`src/rtl/pc_fetch_pkg.sv`:
```
// Shared widths, reset defaults and state encodings for the fetch-PC generator.
package pc_fetch_pkg;

  localparam int WORD_W = 32;
  localparam int HALF_W = 16;

  typedef logic [WORD_W-1:0] word_t;
  typedef logic [HALF_W-1:0] half_t;

  localparam word_t RESET_PC_DEFAULT   = 32'h0000_3000;
  localparam word_t IMEM_BYTES_DEFAULT = 32'h0000_4000;
  localparam word_t PC_INC             = 32'd4;

  typedef enum logic {
    ST_RUN  = 1'b0,
    ST_HOLD = 1'b1
  } pc_state_e;

  // Unsigned window test done in 33 bits so base+size cannot wrap.
  function automatic logic in_window(input word_t pc, input word_t base, input word_t size);
    logic [WORD_W:0] lo;
    logic [WORD_W:0] hi;
    logic [WORD_W:0] pc_ext;
    lo     = {1'b0, base};
    hi     = {1'b0, base} + {1'b0, size};
    pc_ext = {1'b0, pc};
    return (pc_ext >= lo) && (pc_ext < hi);
  endfunction

endpackage

```
`src/rtl/pc_fetch_if.sv`:
```
// Fetch-side bundle: hazard/imem controls and decode redirects in, fetch PC and status out.
interface pc_fetch_if;

  logic                  stall;
  logic                  imem_ready;
  logic                  pc_branch;
  pc_fetch_pkg::word_t   B_addr;
  logic                  J_en;
  pc_fetch_pkg::word_t   J_addr;
  logic                  JR_en;
  pc_fetch_pkg::word_t   JR_addr;
  pc_fetch_pkg::word_t   PC;
  pc_fetch_pkg::word_t   PC4;
  logic                  fetch_valid;
  logic                  redirect_pending;
  logic                  pc_misalign;
  logic                  pc_out_of_range;

  modport master (
    output stall, imem_ready, pc_branch, B_addr, J_en, J_addr, JR_en, JR_addr,
    input  PC, PC4, fetch_valid, redirect_pending, pc_misalign, pc_out_of_range
  );

  modport slave (
    input  stall, imem_ready, pc_branch, B_addr, J_en, J_addr, JR_en, JR_addr,
    output PC, PC4, fetch_valid, redirect_pending, pc_misalign, pc_out_of_range
  );

endinterface

```
`src/rtl/pc_redirect_buf.sv`:
```
// One-entry pending-redirect slot: captures a redirect that arrives while fetch cannot advance.
module pc_redirect_buf
  import pc_fetch_pkg::*;
(
  input  logic  clk,
  input  logic  reset,
  input  logic  redir,
  input  word_t redir_target,
  input  logic  advance,
  output logic  pending,
  output word_t pending_target
);

  pc_state_e state_reg, state_next;
  word_t     target_reg, target_next;

  always_ff @(posedge clk or posedge reset) begin
    if (reset) begin
      state_reg  <= ST_RUN;
      target_reg <= '0;
    end else begin
      state_reg  <= state_next;
      target_reg <= target_next;
    end
  end

  always_comb begin
    state_next  = state_reg;
    target_next = target_reg;
    case (state_reg)
      ST_RUN: begin
        if (!advance && redir) begin
          state_next  = ST_HOLD;
          target_next = redir_target;
        end
      end
      ST_HOLD: begin
        // A stalled decode re-presents its request, so the newest one wins.
        if (redir) target_next = redir_target;
        if (advance) state_next = ST_RUN;
      end
      default: state_next = ST_RUN;
    endcase
  end

  assign pending        = (state_reg == ST_HOLD);
  assign pending_target = target_reg;

endmodule

```
`src/rtl/pc_fetch.sv`:
```
// Fetch PC register with delay-slot-style redirect (next step replaced, never flushed).
module pc_fetch
  import pc_fetch_pkg::*;
#(
  parameter word_t RESET_PC   = RESET_PC_DEFAULT,
  parameter word_t IMEM_BYTES = IMEM_BYTES_DEFAULT
) (
  input logic      clk,
  input logic      reset,
  pc_fetch_if.slave bus
);

  logic  advance;
  logic  redir;
  logic  pending;
  logic  started_reg;
  word_t redir_target;
  word_t pending_target;
  word_t pc_reg, pc_next;

  assign advance = !bus.stall && bus.imem_ready;
  assign redir   = bus.JR_en | bus.J_en | bus.pc_branch;

  always_comb begin
    redir_target = bus.B_addr;
    if (bus.JR_en)     redir_target = bus.JR_addr;
    else if (bus.J_en) redir_target = bus.J_addr;
  end

  pc_redirect_buf u_redirect_buf (
    .clk            (clk),
    .reset          (reset),
    .redir          (redir),
    .redir_target   (redir_target),
    .advance        (advance),
    .pending        (pending),
    .pending_target (pending_target)
  );

  // A fresh request on the releasing cycle beats the buffered one.
  always_comb begin
    pc_next = pc_reg;
    if (advance) begin
      if (redir)        pc_next = redir_target;
      else if (pending) pc_next = pending_target;
      else              pc_next = pc_reg + PC_INC;
    end
  end

  always_ff @(posedge clk or posedge reset) begin
    if (reset) begin
      pc_reg      <= RESET_PC;
      started_reg <= 1'b0;
    end else begin
      pc_reg      <= pc_next;
      started_reg <= 1'b1;
    end
  end

  assign bus.PC               = pc_reg;
  assign bus.PC4              = pc_reg + PC_INC;
  assign bus.fetch_valid      = started_reg && bus.imem_ready;
  assign bus.redirect_pending = pending;
  assign bus.pc_misalign      = |pc_reg[1:0];
  assign bus.pc_out_of_range  = !in_window(pc_reg, RESET_PC, IMEM_BYTES);

endmodule

```
`src/flat_wrapper.sv`:
```
// flat-port wrapper written by rule: the top's interface ports become plain ports
module pc_fetch_flat import pc_fetch_pkg::*;
#(
  parameter word_t RESET_PC   = RESET_PC_DEFAULT,
  parameter word_t IMEM_BYTES = IMEM_BYTES_DEFAULT
)
  (clk, reset, bus_stall, bus_imem_ready, bus_pc_branch, bus_B_addr, bus_J_en, bus_J_addr, bus_JR_en, bus_JR_addr, bus_PC, bus_PC4, bus_fetch_valid, bus_redirect_pending, bus_pc_misalign, bus_pc_out_of_range);
  pc_fetch_if bus_i ();
  input logic clk;
  input logic reset;
  input wire logic [$bits(bus_i.stall)-1:0] bus_stall;
  input wire logic [$bits(bus_i.imem_ready)-1:0] bus_imem_ready;
  input wire logic [$bits(bus_i.pc_branch)-1:0] bus_pc_branch;
  input wire logic [$bits(bus_i.B_addr)-1:0] bus_B_addr;
  input wire logic [$bits(bus_i.J_en)-1:0] bus_J_en;
  input wire logic [$bits(bus_i.J_addr)-1:0] bus_J_addr;
  input wire logic [$bits(bus_i.JR_en)-1:0] bus_JR_en;
  input wire logic [$bits(bus_i.JR_addr)-1:0] bus_JR_addr;
  output wire logic [$bits(bus_i.PC)-1:0] bus_PC;
  output wire logic [$bits(bus_i.PC4)-1:0] bus_PC4;
  output wire logic [$bits(bus_i.fetch_valid)-1:0] bus_fetch_valid;
  output wire logic [$bits(bus_i.redirect_pending)-1:0] bus_redirect_pending;
  output wire logic [$bits(bus_i.pc_misalign)-1:0] bus_pc_misalign;
  output wire logic [$bits(bus_i.pc_out_of_range)-1:0] bus_pc_out_of_range;
  assign bus_i.stall = bus_stall;
  assign bus_i.imem_ready = bus_imem_ready;
  assign bus_i.pc_branch = bus_pc_branch;
  assign bus_i.B_addr = bus_B_addr;
  assign bus_i.J_en = bus_J_en;
  assign bus_i.J_addr = bus_J_addr;
  assign bus_i.JR_en = bus_JR_en;
  assign bus_i.JR_addr = bus_JR_addr;
  assign bus_PC = bus_i.PC;
  assign bus_PC4 = bus_i.PC4;
  assign bus_fetch_valid = bus_i.fetch_valid;
  assign bus_redirect_pending = bus_i.redirect_pending;
  assign bus_pc_misalign = bus_i.pc_misalign;
  assign bus_pc_out_of_range = bus_i.pc_out_of_range;
  pc_fetch #(.RESET_PC(RESET_PC), .IMEM_BYTES(IMEM_BYTES)) u_core (.clk(clk), .reset(reset), .bus(bus_i));
endmodule
```
`config.mk`:
```
export PLATFORM = sky130hd
export DESIGN_NAME = pc_fetch_flat
export DESIGN_NICKNAME = d
export VERILOG_FILES = /design/src/rtl/pc_fetch_pkg.sv /design/src/rtl/pc_fetch_if.sv /design/src/rtl/pc_redirect_buf.sv /design/src/rtl/pc_fetch.sv /design/src/flat_wrapper.sv
export SDC_FILE = /design/constraint.sdc
export NUM_CORES = 1
export LEC_CHECK = 0
export ABC_AREA = 1
export BUFFER_PORTS_ARGS = -buffer_cell sky130_fd_sc_hd__clkbuf_2
export CORE_MARGIN = 10
export CORE_UTILIZATION = 46
export DETAILED_ROUTE_END_ITERATION = 10
export HOLD_SLACK_MARGIN = 0.02
export PLACE_DENSITY = 0.87
export SLEW_MARGIN = 30
export SYNTH_ARGS = -nofsm -noshare
export SYNTH_HDL_FRONTEND = slang
export SYNTH_SLANG_ARGS = --single-unit
```
`constraint.sdc`:
```
create_clock -name clk -period 1.6 [get_ports clk]
set_input_delay 0.08 -clock clk [delete_from_list [all_inputs] [get_ports clk]]
set_output_delay 0.08 -clock clk [all_outputs]
set_load 0.01 [all_outputs]
```
==> metrics.txt <==
crit-path max FO=4; CP Cell Sequence=ha_2, nand2_2, nor2_4, nand3b_1, o21ai_1, nand2_2, buf_6; crit end category=output pin; Max Cap Violations=0; Final Power=6.18 mW; worst reg-to-reg setup slack=-0.17 ns; Power per Cell Area=927 nW/um^2; gr usage total=0.219; Worst path slowest cell=dfrtp_1; dpl hpwl=12.8 mm; Max Freq=0.501 GHz; Async SR Flop Fraction=1.00; status=finished with violations; share of cells above drive strength 1=0.370; DR iter-0 viols=667; Seq pwr share=0.349; root buffer cell=clkbuf_8; Worst slew margin=0.653; most used cell, CP=nand2_2; largest net degree at the start of global routing=53; switching power share of the total=0.364; diode count=0; Die H=121 um; Via density=5.28; Synth Flop Type=dfrtp_1; Crit Path Category=reg -> out; worst-case clock buffer depth=2; vias in the first global route=5521; Core Util, Final=0.677; Crit path arrival time=1.92 ns; Post-synth EDFFs=0; Placement Setup Slack=0.0511 ns; post-synth net total=816; Final Hold Viols=0; grt ovf=0; H-tree levels=3; commonest cells in the netlist=nand2_1 (229), nor2_1 (113), dfrtp_1 (64), o21ai_0 (58), inv_1 (51); Pre-Repair DR Iteration Count=7; skew final=0.00616 ns; most common cell in the netlist=nand2_1; worst skew pair latency=0.35 ns; antenna violations before repair=0; period utilisation layout=1.25; Syn Inst Count=711; placed insts=1020; worst vdd ir=0.000448 V; io pins=171; Initial Utilization=0.477; global placer's final weighted congestion=1.02; setup TNS=-8.88 ns; RSZ-0062 raised after global routing=yes; Final setup viols=42; DR vias=5570; area share of the largest cell type after synthesis=0.340; Worst Hold Class=in -> reg; CTS tree=done; Avg Inst Size Synth=6.62 um^2; #FFs+latches synth=66; Slew Limit Fails=0; drt total wl=17.2 mm; die width=121 um; Final nets=1021; Post-Layout Cell Count=1054; Netlist cell types=36; I/O Buffers=170; Netlist Area Pre-Place=4710 um^2; leading post-synthesis cells by cell area=dfrtp_1 (34%), nand2_1 (18%), nor2_1 (9.0%), o21ai_0 (6.2%), nand3_1 (4.7%); CP Launch Type=register; ANT nets after route=0; Sinks on Clock Net=66; Layout area overhead=41.8%; internal power=3.94 mW; Psw=2.25 mW; combinational share of power=0.364; Worst-Margin Slew=0.519 ns; Static Leak=3.37 nW; core area=9860 um^2; drt drc=0; CP max stage delay=0.37 ns; wire length per cell=16.3 um; WHS=0.0420 ns; fin crit period=2.00 ns; synth warn=0; Yosys top cell by area=dfrtp_1; FP Rows=36; placed cell area=5920 um^2; die area=14700 um^2; Clock power frac=0.287; fin area=6680 um^2; register clock-pin slew on the reported worst setup and hold paths=0.08 ns; first-pass GRT wire length=26.4 mm; Num CTS Buffers=9; failing checks=negative setup slack; Crit path required time=1.52 ns; final worst slack=-0.396 ns; register area share after synthesis=0.351
## routing by layer
metal	vias up	part of all wire	track usage
met4	0	0.020	0.0581
met2	280	0.46	0.343
li1	2658	-	-
met1	2596	0.42	0.280
met5	-	0	0
met3	36	0.10	0.0772
## path summary, 6_finish.rpt
path,startpoint,endpoint,depth (start not counted)
max,u_core.bus.PC[2]$_DFFE_PP0P_,bus_PC4[20],7
min,bus_JR_addr[3],u_core.u_redirect_buf.pending_target[3]$_DFFE_PP0P_,3
max reg2reg,u_core.bus.PC[2]$_DFFE_PP0P_,u_core.bus.PC[20]$_DFFE_PP0P_,9
min reg2reg,u_core.u_redirect_buf.pending_target[25]$_DFFE_PP0P_,u_core.u_redirect_buf.pending_target[25]$_DFFE_PP0P_,2
max in group asynchronous,reset,u_core.u_redirect_buf.pending_target[17]$_DFFE_PP0P_,4
min in group asynchronous,reset,u_core.bus.PC[7]$_DFFE_PP0P_,3
## layout by cell type, fill, tap and decap left out, drive strengths merged
cell / instances
ha: 2
dlygate4sd3: 1
buf: 80
or2: 1
conb: 1
clkbuf: 158
a22oi: 1
o2111ai: 1
nor2: 130
dfstp: 2
a31oi: 4
o211ai: 8
mux2i: 4
bufinv: 3
o21ai: 59
a21oi: 30
xnor2: 5
nor3: 2
nand2: 238
xor2: 10
clkinvlp: 3
o22ai: 7
nand4: 4
dfrtp: 64
inv: 52
clkinv: 1
nand3b: 2
nor4: 1
and2: 3
nand3: 44
## cells by family (layout without fill, tap and decap cells)
group	Yosys count	count (layout)	synth area share
fa+ha+maj	2	2	0.00531
compound gates	110	110	0.125
other cells	1	1	0.000796
xor+xnor	15	15	0.0375
flops	66	66	0.351
mux	4	4	0.00850
buf+inv	88	298	0.0816
simple gates	425	425	0.390
## repair_timing
action,CTS,global route
pin swaps,19,28
hold endpoints to repair,16,0
setup endpoints to repair,26,44
setup buffers,6,11
gates resized for setup,23,93
hold buffers,1,0
## layout make-up
| cell class | count | area (um^2) |
|---|---|---|
| clock inverter | 6 | 114 |
| multi-input combinational | 557 | 2970 |
| clock buffer | 10 | 138 |
| inverter | 53 | 203 |
| timing repair buffer | 229 | 1420 |
| tap | 133 | 166 |
| sequential | 66 | 1660 |
| fill | 834 | 3190 |
## power by group through the flow
stage               logic [mW]  registers, mW  clock network, mW
global placement          1.89           2.13                  0
detailed placement        1.92           2.15                  0
finish                    2.25           2.16               1.78
global route              2.47           2.18               1.86
floorplan                0.986           2.21                  0
CTS                       2.03           2.12               1.79
## critical path: cells and delay by family (launching register included)
family	cells	cell delay [ns]
AO/OA/AOI/OAI	1	0.22
adder cells (fa/ha/maj)	1	0.20
flip-flops	1	0.37
buffers and inverters	1	0.13
AND/OR/NAND/NOR	4	0.64
(Power assumes the default switching activity.)
